**config.mk**
```make
export PLATFORM = sky130hd
export DESIGN_NAME = register_file_param
export DESIGN_NICKNAME = d
export VERILOG_FILES = /design/src/rtl/register_file_param.sv
export SDC_FILE = /design/constraint.sdc
export NUM_CORES = 1
export LEC_CHECK = 0
export BUFFER_PORTS_ARGS = -buffer_cell sky130_fd_sc_hd__buf_4
export CAP_MARGIN = 20
export CORE_MARGIN = 8
export CORE_UTILIZATION = 40
export CTS_BUF_LIST = sky130_fd_sc_hd__clkbuf_8 sky130_fd_sc_hd__clkbuf_16
export CTS_CLUSTER_SIZE = 10
export DETAILED_ROUTE_END_ITERATION = 12
export GPL_ROUTABILITY_DRIVEN = 0
export PLACE_DENSITY_LB_ADDON = 0.05
export SLEW_MARGIN = 20
export SYNTH_ARGS = -nofsm -noshare
export SYNTH_HDL_FRONTEND = slang
export SYNTH_SLANG_ARGS = --single-unit
```
**constraint.sdc**
```tcl
create_clock -name Clk -period 7.3 [get_ports Clk]
set_input_delay 0.365 -clock Clk [delete_from_list [all_inputs] [get_ports Clk]]
set_output_delay 0.365 -clock Clk [all_outputs]
set_load 0.03 [all_outputs]
```
**src/rtl/register_file_param.sv**
```systemverilog
// register_file_param: two-read/one-write register file with optional write forwarding
// and a three-state FSM that sweeps every register to zero on request.
module register_file_param #(
  parameter int WIDTH  = 16,
  parameter int DEPTH  = 8,
  parameter int AW     = $clog2(DEPTH),
  parameter bit BYPASS = 1'b1
) (
  input  logic             Clk,
  input  logic             Reset,
  input  logic             LD_REG,
  input  logic [AW-1:0]    DR,
  input  logic [WIDTH-1:0] data_in,
  input  logic [AW-1:0]    SR1,
  input  logic [AW-1:0]    SR2,
  output logic [WIDTH-1:0] SR1_OUT,
  output logic [WIDTH-1:0] SR2_OUT,
  input  logic             clr_start,
  output logic             busy,
  output logic             clr_done
);
  typedef enum logic [1:0] {IDLE, CLEAR, DONE} state_t;
  state_t           state_q, state_d;
  logic [AW-1:0]    idx_q, idx_d;
  logic [WIDTH-1:0] regs_q [DEPTH];
  logic             wr_en, last;
  assign busy     = state_q != IDLE;
  assign clr_done = state_q == DONE;
  assign wr_en    = LD_REG && !busy;
  assign last     = idx_q == AW'(DEPTH - 1);
  // idx holds at DEPTH-1 on the final sweep edge so it never starts a second pass
  always_comb begin
    state_d = (state_q == IDLE)  ? (clr_start ? CLEAR : IDLE) :
              (state_q == CLEAR) ? (last ? DONE : CLEAR) : IDLE;
    idx_d   = (state_q == IDLE) ? '0 :
              (state_q == CLEAR && !last) ? idx_q + 1'b1 : idx_q;
  end
  always_ff @(posedge Clk or posedge Reset) begin
    if (Reset) begin
      state_q <= IDLE;
      idx_q   <= '0;
      for (int i = 0; i < DEPTH; i++) regs_q[i] <= '0;
    end else begin
      state_q <= state_d;
      idx_q   <= idx_d;
      if (wr_en) regs_q[DR] <= data_in;
      if (state_q == CLEAR) regs_q[idx_q] <= '0;
    end
  end
  assign SR1_OUT = (BYPASS && wr_en && SR1 == DR) ? data_in : regs_q[SR1];
  assign SR2_OUT = (BYPASS && wr_en && SR2 == DR) ? data_in : regs_q[SR2];
endmodule

```
==> results.tsv, run 1 <==
stage	metric	value	unit
sta	post-route-period-util	40.9	%
setup_path	start_kind	flop	
sta	tightest_slew	1050	ps
cells_and_area	n_antenna_cell	0	
yosys	yosys.area_share.simple	9.90	%
pwr	total_power	3.21	mW
clock_tree	clk_pin_slew	60	ps
clock_tree	cts_setup_buffers	0	
yosys	synth_top_family_by_area	multiplexers	
yosys	synth_compound_area_share	15.6	%
sta	slew_headroom	30.0	%
yosys	syn_nets	830	
yosys	yosys_warnings	0	
die	initial_core_util	40.7	%
clock_tree	cts_resized	0	
grt	antenna_found_initial	0	
sta	hold_viol_final	0	
placement	port_buffers	62	
sta	drv_slew	0	
pwr	p_per_area	334	mW/mm²
yosys	synth_cells	799	
route	antenna_left	0	
setup_path	r2r_end	regs_q[121]	
setup_path	crit_required	6930	ps
clock_tree	cts-htree-levels	4	
clock_tree	numCtsBuffers	17	
run_status	status	completed	
sta	min_period	2980	ps
pwr	ir_drop	0.231	mV
grt	overflow	0	
setup_path	worst_r2r_path_depth	3	
yosys	synth_edf_count	0	
clock_tree	cts_hold_buf	0	
yosys	netlist_area	0.00853	mm²
clock_tree	cts-root-buf	clkbuf_16	
sta	fmax	335	MHz
job	drv_cap	0	
setup_path	critPathArrivalTime	2620	ps
route	vias	7074	
yosys	ys_ff_latch	133	
setup_path	r2r_slack	5000	ps
grt	grt_pass1_vias	7274	
yosys	ys_types	35	
sta	setup_viol_count_final	0	
route	wl_per_cell	27.3	µm
sta	skew	11.3	ps
min_path	min_path_type	in -> async	
cells_and_area	nNetsFinal	822	
placement	hpwl	16200	µm
route	routed_wl	29400	µm
yosys	synth_async_sr_flop_share	100	%
cells_and_area	syn_to_final_growth	13.0	%
die	rows	53	
clock_tree	insertion_delay	420	ps
route	first_pass_iters	7	
clock_tree	numClockSinks	133	
route	drc	0	
die	dieArea	0.0262	mm²
grt	grt_start_max_net_pins	79	
clock_tree	clock_path_buffers	2	
yosys	synthXorXnorAreaFrac	0.616	%
yosys	synth.avg_cell_area	10.7	µm²
clock_tree	cts_tree	done	
die	die_y	162	µm
yosys	synth.area.mux_share	28.5	%
setup_path	reg2reg_from	state_q[0]	
setup_path	endpoint_kind	output pin	
cells_and_area	layout-drive-gt1-share	23.8	%
setup_path	path_class	reg -> out	
route	viasPerCell	6.56	
route	drt_iter0_drc	694	
yosys	synth_ff_type	dfrtp_1	
yosys	ys_seq_area_share	39.0	%
pwr	leakagePower	4.28	nW
yosys	yosys.area_share.adder	0.293	%
sta	rsz0062_at_grt	false	
die	io_pins	63	
grt	grt.total_usage	22.6	%
die	coreArea	0.0210	mm²
die	die_w	162	µm
sta	final.setup.tns	0	ps
grt	grt_first_pass_wirelength	44900	µm
setup_path	path_max_fanout	15	
cells in the mapped netlist (all sizes together), types with 4 or more instances:
cell	n	area, µm²
a21oi	128	641
a22o	5	43.8
buf	38	258
clkbuf	67	251
dfrtp	133	3330
mux2	65	769
mux4	64	1660
nand2b	4	25.0
nand3	128	641
nor2	9	33.8
o21ai	128	641
xnor2	6	52.6
flip-flops by register name (all words and copies together) (netlist names):
signal and flops:
idx_q 3, regs_q 128, state_q 2
layout by cell type, fill, tap and decap left out, types with 2 or more instances in the layout:
master / instances
mux4_2: 5
a21oi_1: 128
nand4_1: 2
nor3_4: 2
nand2b_1: 4
clkinv_2: 4
xnor2_1: 6
mux2_2: 55
clkbuf_8: 4
ha_1: 2
o21ai_0: 128
nor2_1: 8
nand3_1: 128
mux2_4: 10
dfrtp_1: 133
or2_2: 2
bufinv_16: 3
a22o_1: 5
mux4_1: 59
buf_4: 77
clkinvlp_4: 2
nor2b_4: 2
clkbuf_16: 17
worst max-delay path: stages (launching register included):
cell	delay, ps
dfrtp_1	560
nor3b_1	380
nand4_1	460
buf_6	330
mux2_2	300
buf_4	170
layout make-up:
type                       instances  area, µm²
clock buffer                      21        480
clock inverter                    10        129
fill                            1954      11300
inverter                           1       8.76
multi-input combinational        560       4760
sequential                       133       3330
tap                              275        344
timing repair buffer              78        589
worst max path at each step:
| stage | from | end | slack (ps) | cells after the start |
|---|---|---|---|---|
| floorplan | Reset | idx_q[0] | 3380 | 1 |
| global placement | SR2[0] | SR2_OUT[15] | 4240 | 5 |
| detailed placement | SR2[0] | SR2_OUT[15] | 4150 | 5 |
| CTS | state_q[0] | SR2_OUT[15] | 3820 | 4 |
| global route | state_q[0] | SR2_OUT[15] | 4120 | 5 |
| finish | state_q[0] | SR2_OUT[15] | 4320 | 5 |
power by group:
part           switching [mW]  total [mW]  leakage [nW]  internal [mW]
clock                   0.325       0.892         0.302          0.568
sequential              0.173        1.13          1.83          0.955
combinational           0.679        1.19          2.15          0.515
routing by layer:
metal	track usage, %	vias up	wire length, µm
li1	-	3041	-
met4	6.61	0	434
met2	35.2	358	13800
met3	5.16	36	2150
met1	30.8	3639	13000
met5	0	-	0
stage by stage:
step / utilization (%) / cells / setup slack, ps / instance area, µm² / hold slack (ps)
floorplan: - / 799 / 3380 / 8530 / 522
global placement: 43.0 / 1046 / 4240 / 9010 / 533
detailed placement: 43.0 / 1046 / 4150 / 9010 / 545
CTS: 45.9 / 1077 / 3820 / 9620 / 218
global route: 46.0 / 1078 / 4120 / 9640 / 123
finish: 46.0 / 1078 / 4320 / 9640 / 66.3
cell families (layout without fill, tap and decap cells):
family	count (synthesis)	after routing
AOI/OAI and AO/OA	262	262
xor gates and xnor gates	6	6
adders and majority gates	2	2
buffers and inverters	106	110
DFF	133	133
muxes	129	129
and+or+nand+nor	161	161
No activity file was read; power rests on OpenSTA's default activity.
==> inputs of run 2 (changes only) <==
--- a/config.mk
+++ b/config.mk
@@ -5,6 +5,7 @@
 export SDC_FILE = /design/constraint.sdc
 export NUM_CORES = 1
 export LEC_CHECK = 0
+export ABC_AREA = 1
 export BUFFER_PORTS_ARGS = -buffer_cell sky130_fd_sc_hd__buf_4
 export CAP_MARGIN = 20
 export CORE_MARGIN = 8
==> constraint.sdc (replaced) <==
create_clock -name Clk -period 2.7 [get_ports Clk]
set_input_delay 0.135 -clock Clk [delete_from_list [all_inputs] [get_ports Clk]]
set_output_delay 0.135 -clock Clk [all_outputs]
set_load 0.03 [all_outputs]
==> run 2 against run 1 <==
Net effect:
- cell count grew 68%
- clock skew increased by 1.7 ps
- hold slack worse by 13 ps
- first-iteration DRC count grew 32%
- via count up 29%
- die area grew 5.7%
- global-route usage rose by 1.4 points
- critical path type unchanged
- largest cell class unchanged
==> results.tsv, run 2 <==
stage	metric	value	unit	change
clock_tree	cts-htree-levels	4		unchanged
cells_and_area	fillers	2392		was 1954
cells_and_area	n_antenna_cell	0		unchanged
grt	grt.total_usage	23.9	%	was 22.6%
pwr	ir_drop	0.369	mV	was 0.231 mV
cells_and_area	largest_register	regs_q		unchanged
sta	drv_slew	0		unchanged
grt	antenna_found_initial	0		unchanged
route	antenna_left	0		unchanged
cells_and_area	final_cell_mix	nand2_1, nor2_1, nand3_1		was dfrtp_1, nand3_1, o21ai_0, a21oi_1, buf_4
route	vias	9157		was 7074
grt	grt_first_pass_wirelength	51800	µm	was 44900 µm
die	initial_core_util	40.4	%	was 40.7%
placement	hpwl	19900	µm	was 16200 µm
sta	setup_viol_count_final	0		unchanged
route	viasPerCell	5.06		was 6.56
grt	overflow	0		unchanged
sta	tightest_slew	845	ps	was 1050 ps
die	die_y	167	µm	was 162 µm
setup_path	start_kind	flop		unchanged
yosys	synth.largest_area_cell	dfrtp_1		unchanged
die	die_w	167	µm	was 162 µm
placement	dp_cells	1776		was 1046
setup_path	critPathArrivalTime	2330	ps	was 2620 ps
route	wl_per_cell	18.2	µm	was 27.3 µm
sta	skew	13.0	ps	was 11.3 ps
clock_tree	clock_path_buffers	2		unchanged
pwr	p_per_area	1000	mW/mm²	was 334 mW/mm²
cells_and_area	largest_reg_flops	128		unchanged
yosys	syn_nets	1538		was 830
setup_path	crit_required	2570	ps	was 6930 ps
yosys	synth_area_leaders	dfrtp_1, nand2_1, nand3_1, nor2_1, inv_1		was dfrtp_1, mux4_1, a21oi_1, nand3_1, o21ai_0
yosys	synth_commonest_cells	nand2_1, nor2_1, nand3_1		was dfrtp_1, a21oi_1, nand3_1, o21ai_0, clkbuf_1
clock_tree	numClockSinks	133		unchanged
setup_path	path_max_fanout	17		was 15
route	first_pass_iters	5		was 7
grt	grt_pass1_vias	8711		was 7274
route	drc	0		unchanged
grt	grt_start_max_net_pins	65		was 79
cells_and_area	final_common_cell	nand2_1		was dfrtp_1
clock_tree	cts-root-buf	clkbuf_16		unchanged
sta	min_period	2470	ps	
clock_tree	cts_setup_buffers	0		unchanged
cells_and_area	fin_cells	1810		was 1078
pwr	leakagePower	6.27	nW	was 4.28 nW
job	drv_cap	0		unchanged
run_status	status	completed		unchanged
die	dieArea	0.0277	mm²	was 0.0262 mm²
sta	hold_viol_final	0		unchanged
min_path	min_path_type	in -> reg		was in -> async
yosys	netlist.area_leader.share	36.7	%	was 39.0%
sta	final.setup.tns	0	ps	unchanged
cells_and_area	stdcell_area	0.0102	mm²	was 0.00964 mm²
yosys	yosys_warnings	0		unchanged
route	drt_iter0_drc	917		was 694
setup_path	endpoint_kind	output pin		unchanged
yosys	ys_seq_area_share	36.7	%	was 39.0%
sta	final.setup.worst_slack	234	ps	was 4320 ps
yosys	ys_types	19		was 35
setup_path	reg2reg_from	state_q[0]		unchanged
placement	placed_cell_area	0.00952	mm²	was 0.00901 mm²
yosys	synth_edf_count	0		unchanged
min_path	whs_path_depth	3		
clock_tree	cts_tree	done		unchanged
clock_tree	numCtsBuffers	17		unchanged
cells_and_area	multi_input_area	0.00458	mm²	was 0.00476 mm²
die	rows	55		was 53
die	coreArea	0.0224	mm²	was 0.0210 mm²
yosys	ys_ff_latch	133		unchanged
min_path	min_to	regs_q[34]		
yosys	synth_ff_type	dfrtp_1		unchanged
setup_path	r2r_slack	920	ps	was 5000 ps
min_path	min_from	data_in[2]		
sta	rsz0062_at_grt	false		unchanged
cells_and_area	nNetsFinal	1543		was 822
placement	port_buffers	62		unchanged
route	routed_wl	32900	µm	was 29400 µm
die	io_pins	63		unchanged
setup_path	r2r_end	regs_q[127]		was regs_q[121]
sta	post-route-period-util	91.3	%	
yosys	synth_async_sr_flop_share	100	%	unchanged
cells_and_area	regArea	0.00333	mm²	unchanged
cells_and_area	top_regs	regs_q (128), idx_q (3), state_q (2)		unchanged
yosys	synth.avg_cell_area	6.02	µm²	was 10.7 µm²
yosys	netlist_area	0.00907	mm²	was 0.00853 mm²
yosys	yosysMostFrequentCell	nand2_1		was dfrtp_1
setup_path	path_class	reg -> out		unchanged
sta	slew_headroom	43.7	%	was 30.0%
clock_tree	cts_resized	0		unchanged
cells_and_area	layout-drive-gt1-share	9.05	%	was 23.8%
placement	place_ws	695	ps	was 4150 ps
yosys	synth_cells	1507		was 799
clock_tree	insertion_delay	430	ps	was 420 ps
clock_tree	clk_pin_slew	70	ps	was 60 ps
setup_path	worst_r2r_path_depth	6		was 3
cells_and_area	syn_to_final_growth	12.8	%	was 13.0%
sta	fmax	406	MHz	
[run 2: cells by family after synthesis]
kind of cell | count (synthesis) | synth area share [%]
AOI/OAI and AO/OA | 3 | 0.165
buffers and inverters | 250 | 12.8
DFF | 133 | 36.7
and+or+nand+nor | 1119 | 50.0
adders and majority gates | 2 | 0.276
[run 2: worst max-delay path, stage by stage (launching register included)]
cell and delay (ps):
dfrtp_1 400, nor2_2 160, nand2_2 130, nor2_1 150
nand2_2 300, clkinv_2 350, nand2_1 90, nand2_1 140
buf_4 180
[run 2: metrics by stage]
stage | hold slack (ps) | util (%) | total power, mW
global placement | 325 | 42.4 | 7.39
floorplan | 253 | - | 6.31
CTS | 36.6 | 45.6 | 10.3
detailed placement | 333 | 42.4 | 7.47
global route | 53.7 | 45.6 | 11.1
finish | 53.1 | 45.6 | 10.3
[run 2: power by group]
group / internal, mW / switching [mW]
clock: 1.82 / 0.968
sequential: 2.88 / 0.273
combinational: 1.36 / 2.96
[run 2: per-layer routing]
layer  up-vias  wire (µm)  global-route usage (%)
met5         -          0                       0
met4         0        607                    7.56
met3        46       1860                    3.88
met2       311      15600                    39.7
met1      4248      14800                    31.4
li1       4552          -                       -
[run 2: repair_timing]
action	4_1_cts	5_1_grt
setup endpoints to repair	0	0
hold endpoints to repair	29	0
hold buffers	2	0
[run 2: cell type report]
cell class	count	area share [%]
clock buffer	17	4.16
timing repair buffer	87	6.92
tap	285	3.49
sequential	133	32.5
inverter	149	5.57
multi-input combinational	1124	44.8
clock inverter	15	2.57
[run 2: worst max-delay path by stage]
stage,startpoint,slack [ps],depth (start not counted),to
floorplan,Reset,910,1,idx_q[0]
global placement,SR2[2],720,10,SR2_OUT[15]
detailed placement,SR2[2],690,10,SR2_OUT[14]
CTS,state_q[0],250,8,SR1_OUT[15]
global route,state_q[0],100,8,SR1_OUT[15]
finish,state_q[0],230,8,SR1_OUT[15]
==> inputs of run 3 (changes only) <==
--- a/config.mk
+++ b/config.mk
@@ -8,6 +8,7 @@
 export ABC_AREA = 1
 export BUFFER_PORTS_ARGS = -buffer_cell sky130_fd_sc_hd__buf_4
 export CAP_MARGIN = 20
+export CORE_ASPECT_RATIO = 0.75
 export CORE_MARGIN = 8
 export CORE_UTILIZATION = 40
 export CTS_BUF_LIST = sky130_fd_sc_hd__clkbuf_8 sky130_fd_sc_hd__clkbuf_16
==> run 3 against run 2 <==
Net effect:
- cell count rose by 0.44%
- non-clock buffer count decreased by 1
- clock-buffer cell count up 2
- combinational power barely moved
- sequential power barely moved
- wire length rose by 0.17%
- first-iteration DRC count decreased by 8.0%
- flip-flop and latch count stayed put
- clock power is 15% lower
- critical path depth stayed put
- hold slack got worse by 12 ps
- critical endpoint is now SR1_OUT[11]
- largest power group unchanged
- highest routed layer is now met5
==> results.tsv, run 3 (synthesis results as in run 2) <==
stage	metric	value	unit	change
clock_tree	cts-htree-levels	4		unchanged
min_path	min_path_type	in -> reg		unchanged
setup_path	slowest_delay	400	ps	about the same
pwr	leakagePower	6.21	nW	was 6.27 nW
grt	grt_first_pass_wirelength	50300	µm	was 51800 µm
grt	grt_pass1_vias	8287		was 8711
setup_path	endpoint_kind	output pin		unchanged
route	wl_per_cell	18.1	µm	was 18.2 µm
sta	tightest_slew	827	ps	was 845 ps
clock_tree	cts-root-buf	clkbuf_16		unchanged
sta	rsz0062_at_grt	false		unchanged
setup_path	critPathArrivalTime	2120	ps	was 2330 ps
setup_path	crit_path_cell_trace	nor2_2 -> nand2_2 -> nor2_1 -> nand2_2 -> clkinv_2 -> nand2_1 -> nand2_1 -> buf_4		unchanged
clock_tree	numCtsBuffers	17		unchanged
route	viasPerCell	5.13		was 5.06
clock_tree	numClockSinks	133		unchanged
die	die_y	146	µm	was 167 µm
pwr	total_power	9.86	mW	was 10.3 mW
sta	drv_slew	0		unchanged
clock_tree	clk_pin_slew	70	ps	about the same
route	vias	9334		was 9157
cells_and_area	layout-drive-gt1-share	9.12	%	was 9.05%
die	io_pins	63		unchanged
grt	grt_start_max_net_pins	134		was 65
grt	grt.total_usage	23.5	%	was 23.9%
sta	min_period	2250	ps	was 2470 ps
die	coreArea	0.0222	mm²	was 0.0224 mm²
cells_and_area	syn_to_final_growth	11.6	%	was 12.8%
cells_and_area	final_common_cell	nand2_1		unchanged
setup_path	path_class	reg -> out		unchanged
setup_path	critPathSlowestCell	dfrtp_1		unchanged
placement	hpwl	20100	µm	was 19900 µm
pwr	ir_drop	0.463	mV	was 0.369 mV
cells_and_area	largest_reg_flops	128		unchanged
grt	antenna_found_initial	1		was 0
setup_path	path_max_fanout	16		was 17
cells_and_area	regArea	0.00333	mm²	unchanged
route	drt_iter0_drc	844		was 917
setup_path	crit_required	2570	ps	about the same
sta	slew_headroom	44.6	%	was 43.7%
route	first_pass_iters	6		was 5
cells_and_area	nNetsFinal	1542		was 1543
job	drv_cap	0		unchanged
clock_tree	cts_setup_buffers	0		unchanged
sta	setup_viol_count_final	0		unchanged
clock_tree	insertion_delay	440	ps	was 430 ps
clock_tree	clock_path_buffers	2		unchanged
die	dieArea	0.0278	mm²	was 0.0277 mm²
sta	final.setup.tns	0	ps	unchanged
grt	overflow	0		unchanged
route	routed_wl	32900	µm	about the same
cells_and_area	multi_input_area	0.00458	mm²	unchanged
cells_and_area	fillers	2391		was 2392
placement	placed_cell_area	0.00951	mm²	was 0.00952 mm²
die	rows	47		was 55
run_status	status	completed		unchanged
sta	hold_viol_final	0		unchanged
die	die_w	190	µm	was 167 µm
route	drc	0		unchanged
sta	post-route-period-util	83.4	%	was 91.3%
sta	holdWs	41.5	ps	was 53.1 ps
setup_path	start_kind	flop		unchanged
sta	fmax	444	MHz	was 406 MHz
clock_tree	cts_tree	done		unchanged
placement	port_buffers	62		unchanged
cells_and_area	n_antenna_cell	0		unchanged
pwr	p_per_area	975	mW/mm²	was 1000 mW/mm²
sta	skew	9.54	ps	was 13.0 ps
die	initial_core_util	40.9	%	was 40.4%
cells_and_area	stdcell_area	0.0101	mm²	was 0.0102 mm²
cells_and_area	top_regs	regs_q (128), idx_q (3), state_q (2)		unchanged
cells_and_area	final_cell_mix	nand2_1, nor2_1, nand3_1		unchanged
route	antenna_left	0		unchanged
cells_and_area	largest_register	regs_q		unchanged
-- run 3: what timing repair did --
action / 4_1_cts / 5_1_grt
hold endpoints to repair: 62 / 0
hold buffers: 2 / 0
gates resized for setup: 0 / 0
-- run 3: through the flow --
step                      util (%)  worst slack, ps  cells
after CTS                     45.6              430   1818
after floorplan                  -              914   1507
after detailed placement      42.9              807   1784
final                         45.6              449   1818
after global routing          45.6              326   1818
after global placement        42.9              752   1784
-- run 3: routing by layer --
metal	track usage, %	part of all wire [%]	vias to the layer above
met5	0	0.039	-
met4	6.01	1.6	2
met3	5.21	8.3	41
met2	35.5	43	378
met1	33.3	47	4370
li1	-	-	4543
-- run 3: final timing paths --
check                       startpoint     endpoint  slack [ps]  cells past startpoint
max                         state_q[0]  SR1_OUT[11]         450                      8
min                        data_in[13]   regs_q[45]          40                      3
max reg2reg                 state_q[0]   regs_q[20]         860                      6
min reg2reg                 state_q[1]   state_q[1]         500                      1
max in group asynchronous        Reset    regs_q[2]        1610                      4
min in group asynchronous        Reset   regs_q[77]         470                      4
-- run 3: cell type report --
type | instances | area share [%]
multi-input cells | 1124 | 45.3
well taps | 294 | 3.64
repair buffers | 86 | 6.80
clock inverters | 13 | 1.32
inverters | 149 | 5.63
flip-flops and latches | 133 | 32.9
clock buffers | 19 | 4.48
-- run 3: report_power, final --
| part | switching, mW | total [mW] | internal [mW] |
|---|---|---|---|
| logic | 2.98 | 4.34 | 1.36 |
| clock network | 0.966 | 2.37 | 1.40 |
| registers | 0.276 | 3.16 | 2.88 |
-- run 3: critical path, delay by kind of cell, from the launching register on --
family        cells  cell delay [ps]
buf+inv           2              450
flops             1              400
simple gates      6              800
